[config.mk]
export PLATFORM = sky130hd
export DESIGN_NAME = jt7759_romarb
export DESIGN_NICKNAME = d
export VERILOG_FILES = /design/src/rtl/jt7759_pkg.sv /design/src/rtl/jt7759_romcache.sv /design/src/rtl/jt7759_romarb.sv
export SDC_FILE = /design/constraint.sdc
export NUM_CORES = 1
export LEC_CHECK = 0
export CORE_UTILIZATION = 54
export DETAILED_ROUTE_END_ITERATION = 16
export GPL_TIMING_DRIVEN = 0
export PLACE_DENSITY = 0.91
export SYNTH_ARGS = -nofsm -noshare
export SYNTH_HDL_FRONTEND = slang
export SYNTH_SLANG_ARGS = --single-unit
[constraint.sdc]
create_clock -name clk -period 7.8 [get_ports clk]
set_clock_uncertainty 0.1 [all_clocks]
set_input_delay 1.95 -clock clk [delete_from_list [all_inputs] [get_ports clk]]
set_output_delay 1.95 -clock clk [all_outputs]
set_load 0.02 [all_outputs]
[src/rtl/jt7759_pkg.sv]
// Shared jt7759 definitions: ROM address width and the ROM arbiter state encoding.
package jt7759_pkg;

  localparam int JT7759_AW = 17;

  typedef enum logic [1:0] {
    IDLE,
    WAIT,
    DONE
  } arb_state_t;

endpackage

[src/rtl/jt7759_romcache.sv]
// One-byte read cache for a single jt7759 requester: holds tag, data and valid bit.
module jt7759_romcache
  import jt7759_pkg::*;
#(
  parameter int AW = JT7759_AW
) (
  input  logic          rst,
  input  logic          clk,
  input  logic          flush,
  input  logic          fill,
  input  logic [AW-1:0] fill_addr,
  input  logic [7:0]    fill_data,
  input  logic          cs,
  input  logic [AW-1:0] addr,
  output logic [7:0]    data,
  output logic          ok
);

  logic [AW-1:0] tag;
  logic          vld;

  // A fill always leaves the entry valid, even when a flush arrives in the same cycle.
  always_ff @(posedge clk or posedge rst) begin
    if (rst) begin
      tag  <= '0;
      data <= '0;
      vld  <= 1'b0;
    end else if (fill) begin
      tag  <= fill_addr;
      data <= fill_data;
      vld  <= 1'b1;
    end else if (flush) begin
      vld <= 1'b0;
    end
  end

  assign ok = cs & vld & (tag == addr);

endmodule

[src/rtl/jt7759_romarb.sv]
// Two-requester ROM port arbiter for dual jt7759 boards: per-requester byte cache,
// round-robin miss arbitration, one memory access in flight at a time.
module jt7759_romarb
  import jt7759_pkg::*;
#(
  parameter int AW      = JT7759_AW,
  parameter int MINWAIT = 1
) (
  input  logic          rst,
  input  logic          clk,
  input  logic          flush,
  input  logic          r0_cs,
  input  logic [AW-1:0] r0_addr,
  output logic [7:0]    r0_data,
  output logic          r0_ok,
  input  logic          r1_cs,
  input  logic [AW-1:0] r1_addr,
  output logic [7:0]    r1_data,
  output logic          r1_ok,
  output logic          mem_cs,
  output logic [AW-1:0] mem_addr,
  input  logic [7:0]    mem_data,
  input  logic          mem_ok
);

  // The counter reaching zero means mem_ok is honoured on the following edge,
  // i.e. MINWAIT cycles after mem_cs/mem_addr were presented.
  localparam logic [1:0] WAIT_LOAD = 2'(MINWAIT - 1);

  arb_state_t state;
  logic       ptr;
  logic       gnt;
  logic       tie;
  logic [1:0] cnt;
  logic       miss0;
  logic       miss1;
  logic       next_gnt;
  logic       fill;

  assign miss0    = r0_cs & ~r0_ok;
  assign miss1    = r1_cs & ~r1_ok;
  assign next_gnt = (miss0 & miss1) ? ptr : miss1;
  assign fill     = (state == WAIT) && (cnt == 2'd0) && mem_ok;

  jt7759_romcache #(.AW(AW)) u_cache0 (
    .rst       (rst),
    .clk       (clk),
    .flush     (flush),
    .fill      (fill & ~gnt),
    .fill_addr (mem_addr),
    .fill_data (mem_data),
    .cs        (r0_cs),
    .addr      (r0_addr),
    .data      (r0_data),
    .ok        (r0_ok)
  );

  jt7759_romcache #(.AW(AW)) u_cache1 (
    .rst       (rst),
    .clk       (clk),
    .flush     (flush),
    .fill      (fill & gnt),
    .fill_addr (mem_addr),
    .fill_data (mem_data),
    .cs        (r1_cs),
    .addr      (r1_addr),
    .data      (r1_data),
    .ok        (r1_ok)
  );

  // ptr names the winner of the next tie; it moves only after a contested access,
  // so the loser of a tie always gets the following one.
  always_ff @(posedge clk or posedge rst) begin
    if (rst) begin
      state    <= IDLE;
      mem_cs   <= 1'b0;
      mem_addr <= '0;
      ptr      <= 1'b0;
      gnt      <= 1'b0;
      tie      <= 1'b0;
      cnt      <= 2'd0;
    end else begin
      case (state)
        IDLE: begin
          if (miss0 | miss1) begin
            gnt      <= next_gnt;
            tie      <= miss0 & miss1;
            mem_addr <= next_gnt ? r1_addr : r0_addr;
            mem_cs   <= 1'b1;
            cnt      <= WAIT_LOAD;
            state    <= WAIT;
          end
        end
        WAIT: begin
          if (cnt != 2'd0) begin
            cnt <= cnt - 2'd1;
          end else if (mem_ok) begin
            mem_cs <= 1'b0;
            if (tie) ptr <= ~gnt;
            state <= DONE;
          end
        end
        DONE: state <= IDLE;
        default: state <= IDLE;
      endcase
    end
  end

endmodule

# ---- After elaboration in Yosys (flattened, before gate mapping)
# Cells that the tools add are included.
dict set report word_totals {
  output_inout_bits 36
  register_bits 77
  wordCells 64
}
dict set report classes {
  n_eq_ne 7
  n_mux 16
  bitwise_logic 14
  n_addsub 1
  n_reduce_logical 13
}
# op n
set ops {}
lappend ops {{== test 17 bit} 2}
lappend ops {{2-to-1 mux 17 bit} 1}
lappend ops {{2-to-1 mux 2 bit} 5}
lappend ops {{AND 1 bit} 9}
lappend ops {{one-hot mux 2 bit (2 select lines)} 2}
lappend ops {{AND reduction 4 bit} 2}
lappend ops {{nonzero test 2 bit} 4}
lappend ops {{2-to-1 mux 1 bit} 7}
lappend ops {{!= test 2 bit, second input constant} 3}
lappend ops {{AND reduction 3 bit} 2}
lappend ops {{zero test 2 bit} 2}
lappend ops {{inverter 1 bit} 4}
lappend ops {{== test 2 x 1 -> 1 bit, second input constant} 1}
lappend ops {{logical AND 1 bit} 2}
lappend ops {{!= test 2 x 1 -> 1 bit, second input constant} 1}
lappend ops {{one-hot mux 1 bit (2 select lines)} 1}
lappend ops {{AND reduction 2 bit} 1}
lappend ops {{subtractor 2 x 1 -> 2 bit, second input constant} 1}
lappend ops {{OR 1 bit} 1}

# ---- Logic depth before layout (Yosys ltp)
dict set report logic_depth {
  word_depth 7
  depth_mapped 9
  ltp_nobuf 7
}

# ---- By module
# Synthesis repeated with hierarchy kept, for this count alone.
dict set report hier_totals {
  cells_unflattened 299
  area_unflattened_um2 3811.2
}
# module n_inst cells_per_inst area_per_inst_um2
set modules_own_cells {}
lappend modules_own_cells {jt7759_romcache 2 80 1154.9}
lappend modules_own_cells {jt7759_romarb 1 139 1501.4}

# ---- Worst setup path before layout
# Ideal clock, no wire load.
dict set report synth_timing {
  kind {in2out}
  startpoint {input port r1_addr[6]}
  endpoint {output port r1_ok}
  slack_ps 2467
  cell_stages 4
  arrival_time_ps 3283
  cell_sequence {xor2_1 > nor4_2 > nand3_2 > nor4_1}
}
dict set report synth_between {
  elab_chain_cells 2
}
# item line
set synth_rtl {}
lappend synth_rtl {{start: declaration} jt7759_romarb.sv:17} ;# input logic [AW-1:0] r1_addr,
lappend synth_rtl {{== test 17 bit} jt7759_romcache.sv:37} ;# assign ok = cs & vld & (tag == addr);
lappend synth_rtl {{AND 1 bit} jt7759_romcache.sv:37}
lappend synth_rtl {{end: declaration} jt7759_romarb.sv:19} ;# output logic r1_ok,
# No other way between the ends.

# ---- Worst setup path in the final report
dict set report layout_timing {
  startpoint {input port r0_addr[14]}
  endpoint {output port r0_ok}
}
dict set report layout_between {
  elab_chain_cells 2
}
# item line
set layout_rtl {}
lappend layout_rtl {{start: declaration} jt7759_romarb.sv:13} ;# input logic [AW-1:0] r0_addr,
lappend layout_rtl {{== test 17 bit} jt7759_romcache.sv:37}
lappend layout_rtl {{AND 1 bit} jt7759_romcache.sv:37}
lappend layout_rtl {{end: declaration} jt7759_romarb.sv:15} ;# output logic r0_ok,
# No other way between the ends.

==> flow_results.org <==
** Outcome
- The run finished, with violations left.
- Violated checks :: DRC

** Synthesis
- Number of distinct library cells after synthesis :: 40
- After synthesis the cells add up to 3633 sq um.
- Sequential elements use 53.03% of the synthesized area.
- Counting every net in the synthesized netlist gives 354.
- In this run, synthesis produced a sequential element count of 77.
- Most common library cells after synthesis :: dfrtp_1, mux2_2, xor2_1, nand3_1, nor3_1
- Top cells by area in the synthesized netlist :: dfrtp_1, mux2_2, xor2_1
- Each instance of the synthesized netlist takes up on average 11.91 sq um.
- Top cell type's share of synthesized area :: 53.03%
- Post-synth EDFFs :: 0
- After technology mapping, the gate count stands at 305.
- The most used flip-flop cell after synthesis is dfrtp_1.
- During synthesis, Yosys emitted a total of 0 warnings.
- Cell type with the highest aggregate area in the netlist :: dfrtp_1
- Counting flops with an async set or reset pin after synthesis yields a share of 100.0%.
- dfrtp_1 is the most common cell in the netlist.

** Pwr
- Cell leakage power :: 1.922 nW
- Clock share of power :: 16.1%
- Per report_power, the combinational group accounts for 45.1% of the total.
- Power share of the sequential group :: 38.8%
- Internal power summed over all cells :: 1.175 mW
- Pwr Total :: 1.908 mW
- Net switching power of the design :: 0.7328 mW
- Net Sw Frac :: 38.41%
- Power spread over the standard cell area amounts to 398.8 nW/um^2.
- Across the VDD grid, the largest voltage drop is 0.0002618 V.

** Floorplanning
- Initial standard-cell utilization of the core :: 56.58%
- Floorplan die area :: 7061 sq um
- After floorplanning, the core was sized to cover 6422 sq um.
- Ports :: 84
- Site row count :: 29
- The die is 84.03 um tall.
- Measured along the x axis, the die boundary spans 84.03 um.

** Drt
- In this run the top signal layer used is met4.
- Met3 WL :: 924 um
- Detailed routing inserted a total of 2956 vias.
- The detail route stage leaves a number of antenna-violating nets equal to 0.
- First-pass iteration count of the detailed router :: 12
- After the first detailed-routing iteration, the DRC count stood at 327.
- Met2 wire len :: 4.674 mm
- Post-detailed-route DRC marker count :: 10
- Dividing the detail-routed via count by the number of cells gives 6.133.
- Dividing the detail-routed wire length by the instance count gives 20.33 um.
- The routed design has 9.800 mm of wire.
- Wire length on met1 :: 3.862 mm

** Global routing
- Overall overflow remaining after global route :: 0
- Via count of the first global-routing pass :: 2983
- First-pass GRT wire length :: 15.57 mm
- Antenna violations before repair :: 0
- Pin count of the biggest net entering global routing :: 65
- Global routing used 29.71% of the available tracks across all layers.

** Finish
- Fillers :: 434
- Area growth syn-to-layout :: 31.65%
- Final net count :: 449
- # diodes :: 0
- Cells with a size suffix above 1 make up 20.49% of the layout.

** Clock network
- CTS Root Cell :: clkbuf_8
- Clock tree synthesis inserted a total of 9 buffers.
- Clk pin slew, worst setup/hold paths :: 0.08 ns
- No sink is reached through more buffers than the 2 on the longest clock path.
- The number of hold buffers added after CTS was 0.
- The clock reaches the later pin of the worst-skew pair after 0.36 ns.
- Clock sinks :: 77
- Once the clock tree was built, the setup fixing pass inserted 0 buffers.
- TritonCTS built the clock tree.
- The H-tree was split into 3 levels.
- After clock tree synthesis, the repair step resized 0 gates.

** Timing
- Final Max Slew Viols :: 0
- Setup violations remaining at the end of the flow were counted as 0.
- Worst slew pin tran :: 0.6302 ns
- Highest achievable clock rate :: 158.9 MHz
- After layout, the minimum clock period comes to 6.294 ns.
- Fin crit share :: 80.69%
- Setup repair after global routing left no endpoint under its margin.
- TNS Setup :: 0 ns
- The count of endpoints failing hold in the final timing report came to 0.
- Slew Limit Headroom :: 57.83%

** Worst setup path
- The worst setup path is captured at a primary output.
- Largest driver fanout on the critical path :: 4
- Data arrives at the worst endpoint at 4.24 ns.
- Type of the setup path with the least slack :: primary input to primary output
- Data required time of the worst path :: 5.75 ns
- Worst reg-to-reg setup slack :: 4.87 ns
- STA classifies the critical path startpoint as a primary input.

** Placement
- Routability-driven placement finished with a final weighted congestion of 0.8418.
- Summed over all nets, the half-perimeter wirelength after detailed placement is 6.790 mm.
- Number of buffers inserted by port buffering :: 83

** Worst hold path
- Worst min-delay path category :: register to register

** Job
- Max-cap violations in this run came to 0.
## path summary, 6_finish.rpt
check / start / endpoint / cells past startpoint
worst max-delay path: r0_addr[14] / r0_ok / 6
worst min-delay path: mem_cs / mem_cs / 1
worst max register to register: u_cache0.tag[14] / mem_addr[16] / 8
worst min register to register: mem_cs / mem_cs / 1
max in group asynchronous: rst / cnt[0] / 3
min in group asynchronous: rst / u_cache0.tag[14] / 2
## worst max-delay path, stage by stage
cell and delay [ns]:
clkdlybuf4s50_1 0.44, xor2_1 0.22, nor4_1 0.53, nand3_1 0.30, nor2_1 0.19, clkdlybuf4s50_1 0.62
## routing by layer
metal | vias to the layer above | track usage (%)
met5 | - | 0
met2 | 178 | 45.53
met3 | 31 | 8.803
li1 | 1298 | -
met1 | 1449 | 38.20
met4 | 0 | 15.67
## power groups by stage
stage               registers [mW]  clock network [mW]  logic [mW]
floorplan                    0.821                   0       0.412
global placement             0.728                   0       0.822
detailed placement           0.744                   0       0.847
CTS                          0.738               0.305       0.857
global route                 0.763               0.324       0.914
finish                       0.740               0.307       0.860
## flip-flops by register name, summed over array words and instances, names as in the netlist
name	cells
ptr	1
u_cache0.tag	17
gnt	1
u_cache0.data	8
tie	1
state	2
u_cache1.data	8
u_cache1.tag	17
mem_addr	17
cnt	2
u_cache0.vld	1
mem_cs	1
u_cache1.vld	1
## cells by family after synthesis
family | Yosys count | synth area share (%)
buffers and inverters | 23 | 3.099
AND/OR/NAND/NOR | 70 | 10.74
adder cells (fa/ha/maj) | 1 | 0.3443
multiplexers | 50 | 15.50
flip-flops | 77 | 53.03
AO/OA/AOI/OAI | 50 | 9.091
XOR/XNOR | 34 | 8.196
## stage by stage
step                hold slack, ns  instance area (sq um)  utilization (%)  worst slack (ns)  std cells
floorplan                   0.3780                   3633                -             2.467        305
global placement            0.3644                   4561            71.01             1.591        465
detailed placement          0.3866                   4591            71.48             1.555        466
CTS                         0.4031                   4783            74.48             1.558        482
global route                0.4252                   4783            74.48             1.415        482
finish                      0.3983                   4783            74.48             1.506        482
## cell usage in the layout (no fill, tap or decap), types with 2 or more instances in the layout
cell / n
clkdlybuf4s50_1: 83
dfrtp_1: 77
mux2_2: 48
xor2_1: 25
nor3_1: 19
nand3_1: 19
a31oi_1: 17
o21ai_1: 13
clkbuf_8: 10
buf_2: 9
xnor2_1: 9
o21ai_0: 9
nand2_1: 7
clkbuf_1: 6
inv_1: 6
nor4_1: 5
nor2_1: 3
nand4_1: 3
nand2b_1: 2
or2_1: 2
o22ai_1: 2
mux2_1: 2
nor4_2: 2
buf_6: 2
or3_1: 2
clkinv_2: 2
## layout make-up
class | count | area, sq um | area share, %
inverter | 8 | 32.53 | 0.6801
clock inverter | 4 | 47.55 | 0.9940
buffer | 15 | 82.58 | 1.726
timing repair buffer | 84 | 858.3 | 17.94
tap | 77 | 96.34 | 2.014
sequential | 77 | 1927 | 40.28
multi-input combinational | 205 | 1594 | 33.32
clock buffer | 12 | 145.1 | 3.034
(Power assumes the default switching activity.)
